[config.mk]
export PLATFORM = sky130hd
export DESIGN_NAME = fcs_tx_append
export DESIGN_NICKNAME = d
export VERILOG_FILES = /design/src/rtl/fcs_pkg.sv /design/src/rtl/fcs_crc32_byte.sv /design/src/rtl/fcs_tx_append.sv
export SDC_FILE = /design/constraint.sdc
export NUM_CORES = 1
export LEC_CHECK = 0
export CORE_UTILIZATION = 60
export CTS_BUF_LIST = sky130_fd_sc_hd__clkbuf_8 sky130_fd_sc_hd__clkbuf_16
export DETAILED_ROUTE_END_ITERATION = 12
export PLACE_DENSITY = 0.86
export SLEW_MARGIN = 20
export SYNTH_ARGS = -nofsm -noshare
export SYNTH_HDL_FRONTEND = slang
export SYNTH_HIERARCHICAL = 1
export SYNTH_SLANG_ARGS = --single-unit
[constraint.sdc]
create_clock -name pclk_i -period 7.1 [get_ports pclk_i]
set_input_delay 1.42 -clock pclk_i [delete_from_list [all_inputs] [get_ports pclk_i]]
set_output_delay 1.42 -clock pclk_i [all_outputs]
set_load 0.02 [all_outputs]
[src/rtl/fcs_pkg.sv]
// Shared constants and state type for the Ethernet FCS transmit/receive path.
// Build option: FCS_TX_PAD_EN adds the PAD state (minimum-frame padding).
package fcs_pkg;

  localparam logic [31:0] CRC_INIT      = 32'hFFFF_FFFF;
  localparam logic [31:0] CRC_POLY_REFL = 32'hEDB8_8320;
  localparam logic [10:0] MIN_FRAME     = 11'd60;

`ifdef FCS_TX_PAD_EN
  typedef enum logic [1:0] {
    ST_IDLE = 2'd0,
    ST_DATA = 2'd1,
    ST_PAD  = 2'd2,
    ST_FCS  = 2'd3
  } state_e;
`else
  typedef enum logic [1:0] {
    ST_IDLE = 2'd0,
    ST_DATA = 2'd1,
    ST_FCS  = 2'd3
  } state_e;
`endif

endpackage

[src/rtl/fcs_crc32_byte.sv]
// Combinational CRC-32 (reflected, LSB first) advance by one byte.
// Shared between the transmit appender and the receive-side checker.
module fcs_crc32_byte
  import fcs_pkg::*;
(
  input  logic [31:0] crc_i,
  input  logic [7:0]  data_i,
  output logic [31:0] crc_o
);

  logic [31:0] c_s;

  // Eight shift/xor steps of the reflected polynomial.
  always_comb begin
    c_s = crc_i ^ {24'h00_0000, data_i};
    for (int i = 0; i < 8; i++) begin
      if (c_s[0]) begin
        c_s = {1'b0, c_s[31:1]} ^ CRC_POLY_REFL;
      end else begin
        c_s = {1'b0, c_s[31:1]};
      end
    end
    crc_o = c_s;
  end

endmodule

[src/rtl/fcs_tx_append.sv]
// Appends a 4-byte Ethernet FCS to a byte stream behind one output register.
// Build option: FCS_TX_PAD_EN pads short frames with 0x00 to 60 bytes first.
module fcs_tx_append
  import fcs_pkg::*;
(
  input  logic       pclk_i,
  input  logic       rst_i,
  input  logic [7:0] data_i,
  input  logic       sof_i,
  input  logic       eof_i,
  input  logic       val_i,
  output logic       rdy_o,
  output logic [7:0] data_o,
  output logic       sof_o,
  output logic       eof_o,
  output logic       val_o,
  input  logic       rdy_i,
  output logic       err_o
);

  state_e      state_q, state_d, eof_state_s;
  logic [31:0] crc_q, crc_d, crc_in_s, crc_next_s, fcs_s;
  logic [10:0] cnt_q, cnt_d, cnt_inc_s;
  logic [1:0]  idx_q, idx_d;
  logic [7:0]  data_q, data_d, crc_byte_s;
  logic        sof_q, sof_d, eof_q, eof_d, val_q, val_d, err_q, err_d;
  logic        load_s, rdy_s, acc_s;

  // The output register may take a new byte when empty or being drained.
  assign load_s     = !val_q || rdy_i;
  assign rdy_s      = load_s && ((state_q == ST_IDLE) || (state_q == ST_DATA));
  assign acc_s      = val_i && rdy_s;
  assign crc_in_s   = (state_q == ST_IDLE) ? CRC_INIT : crc_q;
  assign crc_byte_s = ((state_q == ST_IDLE) || (state_q == ST_DATA)) ? data_i : 8'h00;
  assign cnt_inc_s  = (cnt_q == 11'h7FF) ? cnt_q : (cnt_q + 11'd1);
  assign fcs_s      = ~crc_q;

`ifdef FCS_TX_PAD_EN
  logic [10:0] end_cnt_s;
  assign end_cnt_s   = (state_q == ST_IDLE) ? 11'd1 : cnt_inc_s;
  assign eof_state_s = (end_cnt_s < MIN_FRAME) ? ST_PAD : ST_FCS;
`else
  assign eof_state_s = ST_FCS;
`endif

  fcs_crc32_byte u_crc (
    .crc_i  (crc_in_s),
    .data_i (crc_byte_s),
    .crc_o  (crc_next_s)
  );

  // Next-state and output-register load logic.
  always_comb begin
    state_d = state_q;
    crc_d   = crc_q;
    cnt_d   = cnt_q;
    idx_d   = idx_q;
    data_d  = data_q;
    sof_d   = sof_q;
    eof_d   = eof_q;
    val_d   = val_q;
    err_d   = 1'b0;
    if (load_s) begin
      val_d = 1'b0;
      sof_d = 1'b0;
      eof_d = 1'b0;
    end else begin
      val_d = val_q;
    end
    case (state_q)
      ST_IDLE: begin
        if (acc_s && sof_i) begin
          data_d  = data_i;
          sof_d   = 1'b1;
          val_d   = 1'b1;
          crc_d   = crc_next_s;
          cnt_d   = 11'd1;
          idx_d   = 2'd0;
          state_d = eof_i ? eof_state_s : ST_DATA;
        end else if (acc_s) begin
          err_d = 1'b1;
        end else begin
          err_d = 1'b0;
        end
      end
      ST_DATA: begin
        if (acc_s) begin
          data_d  = data_i;
          val_d   = 1'b1;
          err_d   = sof_i;
          crc_d   = crc_next_s;
          cnt_d   = cnt_inc_s;
          state_d = eof_i ? eof_state_s : ST_DATA;
        end else begin
          err_d = 1'b0;
        end
      end
`ifdef FCS_TX_PAD_EN
      ST_PAD: begin
        if (load_s) begin
          data_d  = 8'h00;
          val_d   = 1'b1;
          crc_d   = crc_next_s;
          cnt_d   = cnt_inc_s;
          state_d = (cnt_inc_s >= MIN_FRAME) ? ST_FCS : ST_PAD;
        end else begin
          state_d = ST_PAD;
        end
      end
`endif
      ST_FCS: begin
        // Leaving FCS as the last byte loads lets the next frame start without a gap.
        if (load_s) begin
          data_d = fcs_s[{idx_q, 3'b000} +: 8];
          val_d  = 1'b1;
          eof_d  = (idx_q == 2'd3);
          idx_d  = idx_q + 2'd1;
          if (idx_q == 2'd3) begin
            state_d = ST_IDLE;
            crc_d   = CRC_INIT;
          end else begin
            state_d = ST_FCS;
          end
        end else begin
          state_d = ST_FCS;
        end
      end
      default: begin
        state_d = ST_IDLE;
      end
    endcase
  end

  // State and output registers.
  always_ff @(posedge pclk_i) begin
    if (rst_i) begin
      state_q <= ST_IDLE;
      crc_q   <= CRC_INIT;
      cnt_q   <= 11'd0;
      idx_q   <= 2'd0;
      data_q  <= 8'h00;
      sof_q   <= 1'b0;
      eof_q   <= 1'b0;
      val_q   <= 1'b0;
      err_q   <= 1'b0;
    end else begin
      state_q <= state_d;
      crc_q   <= crc_d;
      cnt_q   <= cnt_d;
      idx_q   <= idx_d;
      data_q  <= data_d;
      sof_q   <= sof_d;
      eof_q   <= eof_d;
      val_q   <= val_d;
      err_q   <= err_d;
    end
  end

  assign rdy_o  = rdy_s;
  assign data_o = data_q;
  assign sof_o  = sof_q;
  assign eof_o  = eof_q;
  assign val_o  = val_q;
  assign err_o  = err_q;

endmodule

; Yosys cells after proc, flatten, opt, wreduce, memory -nomap -nowiden
; Cells that the tools add are included.
[totals]
ff_bits = 48
out_inout_bits = 13
word_cells = 83
inputBits = 14
[classes]
bitwise_logic = 10
muxes = 43
shifts = 1
eq_ne = 7
addsub = 1
reduce_logical = 13
[op_table]
columns = cell, count
row1 = 32-bit two-way mux, 13
row2 = 13-bit inverter with 14-bit output, 8
row3 = 32-bit case mux with 3 select lines, 1
row4 = 8-bit two-way mux, 4
row5 = 32-bit inverter, 1
row6 = 32-bit by 6-bit variable part select with 8-bit output, 1
row7 = 32-bit by 8-bit XOR with 32-bit output, 1
row8 = 8-bit case mux with 3 select lines, 1
row9 = 2-bit two-way mux, 7
row10 = 1-bit two-way mux, 13
row11 = 2-bit inequality test (second input constant), 3
row12 = 2-bit case mux with 3 select lines, 1
row13 = 5-bit AND reduction, 1
row14 = 2-bit equality test (second input constant), 2
row15 = 2-bit case mux with 2 select lines, 1
row16 = 4-bit AND reduction, 1
row17 = 1-bit logical AND, 3
row18 = 1-bit case mux with 3 select lines, 1
row19 = 3-bit AND reduction, 1
row20 = 3-bit nonzero test, 1
row21 = 2-bit by 1-bit adder with 2-bit output (second input constant), 1
row22 = 2-bit by 1-bit equality test with 1-bit output (second input constant), 1
row23 = 2-bit logical NOT, 1
row24 = 1-bit logical OR, 2
row25 = 5 further kinds, 5

; Longest topological paths before layout
[logic_depth]
word_depth = 22
mapped_depth = 10
mapped_depth_nobuf = 8

; By module
; Netlist, hierarchy kept.
[by_module_without_submodules]
columns = mod, area_each_um2, seq_area_each_um2, cells_each, instances
row1 = fcs_tx_append, 2538.7, 960.9, 302, 1
row2 = fcs_crc32_byte, 830.8, 0.0, 72, 1

; Worst setup path after synthesis
; OpenSTA, ideal clock, no wires.
[synth_path]
path_kind = input port to flip-flop
from = input port data_i[1]
to = register crc_q[20]
arrival_time_ps = 3179
path_slack_ps = 3801
required_time_ps = 6980
cell_stages = 7
path_cell_list = nor2b_1 > xor2_4 > xnor3_2 > xnor3_2 > xnor2_1 > nor2_1 > mux2i_1
[synth_between]
elab_chain_cells = 16
elab_cells_between_ends = 17
classes_between = mux: 12 / bitwise: 5
[synth_lines]
columns = item, line
row1 = from (decl), fcs_tx_append.sv:8  ; input logic [7:0] data_i,
row2 = 8-bit two-way mux (*), fcs_tx_append.sv:34  ; assign crc_byte_s = ((state_q == ST_IDLE) || (state_q == ST_DATA)) ? data_i : 8'h00;
row3 = 32-bit by 8-bit XOR with 32-bit output (*), fcs_crc32_byte.sv:15  ; c_s = crc_i ^ {24'h00_0000, data_i};
row4 = 32-bit two-way mux (*) (3 in a row), fcs_crc32_byte.sv:17  ; if (c_s[0]) begin
row5 = 13-bit inverter with 14-bit output (no source line), --
row6 = 32-bit two-way mux (*), fcs_crc32_byte.sv:17
row7 = 13-bit inverter with 14-bit output (no source line), --
row8 = 32-bit two-way mux (*) (2 in a row), fcs_crc32_byte.sv:17
row9 = 13-bit inverter with 14-bit output (no source line), --
row10 = 32-bit two-way mux (*), fcs_crc32_byte.sv:17
row11 = 13-bit inverter with 14-bit output (no source line), --
row12 = 32-bit two-way mux (*), fcs_crc32_byte.sv:17
row13 = via crc_next_s[20], fcs_tx_append.sv:22  ; logic [31:0] crc_q, crc_d, crc_in_s, crc_next_s, fcs_s;
row14 = 32-bit two-way mux (on tied branches), "fcs_tx_append.sv:87, fcs_tx_append.sv:72"
row15 = 32-bit case mux with 3 select lines (*), fcs_tx_append.sv:70  ; case (state_q)
row16 = to (signal assigned), fcs_tx_append.sv:148  ; crc_q <= crc_d;
row17 = to (decl), fcs_tx_append.sv:22
; The timed path passes the listed nets; every way through them passes the cells marked *. The select of a mux whose other input is x is not followed.
; A chain may end at the register's enable or synchronous reset.

; Worst setup path after layout
[layout_path]
from = input port rdy_i
to = output port rdy_o
[layout_between]
elab_chain_cells = 2
[layout_lines]
columns = item, line
row1 = from (decl), fcs_tx_append.sv:17  ; input logic rdy_i,
row2 = 1-bit logical OR, fcs_tx_append.sv:30  ; assign load_s = !val_q || rdy_i;
row3 = 1-bit logical AND, fcs_tx_append.sv:31  ; assign rdy_s = load_s && ((state_q == ST_IDLE) || (state_q == ST_DATA));
row4 = to (decl), fcs_tx_append.sv:12  ; output logic rdy_o,
; Every way passes these cells.

==> impl_metrics.env <==
export IMPL_cts_tree="yes"
export IMPL_place_area_sq_um=3610
export IMPL_final_setup_viol_count=0
export IMPL_synth_seq_area_share=0.285
export IMPL_die_area_sq_um=5920
export IMPL_yosysTopAreaCell="dfxtp_1"
export IMPL_fin_crit_ns=4.07
export IMPL_p_leak_nw=1.35
export IMPL_wl_per_cell_um=16.1
export IMPL_yosysUniqueCellTypes=40
export IMPL_p_sw_mw=0.339
export IMPL_switching_share=0.343
export IMPL_fin_total_pwr_mw=0.989
export IMPL_cts_resized=0
export IMPL_avgSynthCellArea_sq_um=9.01
export IMPL_worstMarginPinSlew_ns=0.803
export IMPL_grt_pass1_wl_um=12400
export IMPL_synth_seq_cells=48
export IMPL_max_slew_margin=0.464
export IMPL_gp_congestion=0.805
export IMPL_ant_nets=0
export IMPL_synth_top_area_share=0.285
export IMPL_vdd_drop_max_mv=0.138
export IMPL_fillCellCount=396
export IMPL_finalHoldViolCount=0
export IMPL_avgViaCountPerCell=5.59
export IMPL_track_usage=0.265
export IMPL_yosys_warnings=6
export IMPL_synth_most_common_cell="nor2_1"
export IMPL_cp_end_kind="primary output"
export IMPL_clock_path_buffers=2
export IMPL_maxSlewViolCount=0
export IMPL_start_kind="input port"
export IMPL_clk_pin_slew_worst_paths_ns=0.09
export IMPL_skew_ns=0.00358
export IMPL_cts_root_buf="clkbuf_8"
export IMPL_port_buffers=26
export IMPL_crit_slowest_cell="clkdlybuf4s50_1"
export IMPL_drtPass1Iterations=4
export IMPL_start_util=0.639
export IMPL_critPathMaxFanout=3
export IMPL_core_area_sq_um=5270
export IMPL_hold_path_class="register to register"
export IMPL_cts_sinks=48
export IMPL_cts_hold_fix_buffers=0
export IMPL_combPwrFrac=0.435
export IMPL_nets=403
export IMPL_setup_tns_ns=0
export IMPL_antenna_found_initial=0
export IMPL_insertion_delay_ns=0.30
export IMPL_slowest_delay_ns=0.61
export IMPL_cp_data_required_time_ns=5.68
export IMPL_syn_area_sq_um=3370
export IMPL_synth_common_cells="nor2_1 (78), mux2i_1 (49), dfxtp_1 (48), xnor2_1 (46), or2_2 (32)"
export IMPL_cts_buffers=5
export IMPL_syn_num_nets=389
export IMPL_rsz0062_at_grt="no"
export IMPL_synthArstFlopShare=0
export IMPL_grt_max_degree=50
export IMPL_std_cell_rows=26
export IMPL_drive_gt1_frac=0.165
export IMPL_post_route_period_util=0.573
export IMPL_ios=27
export IMPL_whs_ns=0.457
export IMPL_route_detailed_drc=0
export IMPL_fmax_mhz=246
export IMPL_grt_overflow=0
export IMPL_area_delta_synth_final_pct=11.0
export IMPL_synthesis_instances=374
export IMPL_diodes=0
export IMPL_clkPwrFrac=0.220
export IMPL_dr_first_iter_drc_count=238
export IMPL_grt_pass1_vias=2499
export IMPL_outcome="finished clean"
export IMPL_cap_violations=0
export IMPL_wirelength_um=7390
export IMPL_post_cts_buffers=0
export IMPL_final_cell_area_sq_um=3740
export IMPL_synthTopCellsByArea="dfxtp_1 (29%), mux2i_1 (15%), xnor2_1 (12%), nor2_1 (8.7%), or2_2 (5.9%)"
export IMPL_die_h_um=76.9
export IMPL_htree_levels=2
export IMPL_dieWidth_um=76.9
export IMPL_path_common_cell="clkdlybuf4s50_1"
export IMPL_post_dp_hpwl_um=4850
export IMPL_p_int_mw=0.650
export IMPL_vias=2567
export IMPL_crit_chain="clkdlybuf4s50_1 -> nor2b_1 -> nor2_1 -> clkdlybuf4s50_1"
export IMPL_p_seq_frac=0.345
export IMPL_synth_ff_type="dfxtp_1"
export IMPL_worstPathArrival_ns=2.65
export IMPL_power_density_nw_per_um2=265
export IMPL_synth_edf_count=0
export IMPL_criticalPathCategory="input port to primary output"
[cell usage in the layout (no fill, tap or decap), drive strengths merged, types with 8 or more instances in the layout]
master         count
or3                8
clkdlybuf4s50     26
nor2              78
mux2i             49
nor2b             10
dfxtp             48
o22ai              9
or2               33
xnor2             55
nand2             12
xor2              13
a21oi             13
[layer usage]
layer / GRT usage / vias up / routed length, um
li1: - / 1258 / -
met1: 0.360 / 1228 / 3380
met2: 0.422 / 72 / 3460
met3: 0.0452 / 9 / 421
met4: 0.0923 / 0 / 127
met5: 0 / - / 0
[power by group through the flow]
stage / combinational, mW / clock, mW / sequential [mW]
2_1_floorplan: 0.350 / 0 / 0.341
3_3_place_gp: 0.415 / 0 / 0.344
3_5_place_dp: 0.423 / 0 / 0.347
4_1_cts: 0.428 / 0.221 / 0.341
5_1_grt: 0.465 / 0.233 / 0.347
6_report: 0.430 / 0.217 / 0.342
[registers in the layout (all words and copies together), names as in the netlist, named ones only]
signal   cells
idx_q        2
crc_q       32
state_q      2
val_o        1
sof_o        1
err_o        1
data_o       8
[worst max-delay path, delay by kind of cell]
kind / cells / cell delay (ns)
buffers and inverters: 2 / 1.08
AND/OR/NAND/NOR: 2 / 0.16
[worst paths after layout]
path                            slack [ns]   endpoint  depth (start not counted)       start
worst min-delay path                  0.46  data_o[0]                          2   data_o[0]
worst max register to register        3.79  crc_q[23]                          9  state_q[1]
worst max-delay path                  3.03      rdy_o                          4       rdy_i
worst min register to register        0.46  data_o[0]                          2   data_o[0]
[stage by stage]
| stage | setup slack (ns) | util | cells |
|---|---|---|---|
| 2_1_floorplan | 3.80 | - | 374 |
| 3_3_place_gp | 3.04 | 0.685 | 451 |
| 3_5_place_dp | 3.03 | 0.685 | 451 |
| 4_1_cts | 3.03 | 0.709 | 459 |
| 5_1_grt | 2.90 | 0.709 | 459 |
| 6_report | 3.03 | 0.709 | 459 |
[cells by family after synthesis]
kind of cell / count (synthesis) / synth area share
compound gates: 28 / 0.0583
xor+xnor: 73 / 0.249
fa+ha+maj: 1 / 0.00371
flops: 48 / 0.285
buf+inv: 23 / 0.0401
mux: 49 / 0.146
simple gates: 152 / 0.218
[layout make-up]
cell class                 instances  area (sq um)  area share
multi-input combinational        303          2270       0.608
tap                               70          87.6      0.0234
clock buffer                       7          96.3      0.0258
clock inverter                     1          30.0     0.00803
sequential                        48           961       0.257
timing repair buffer              30           290      0.0776
Note: power is estimated with default switching activity, not from simulation.
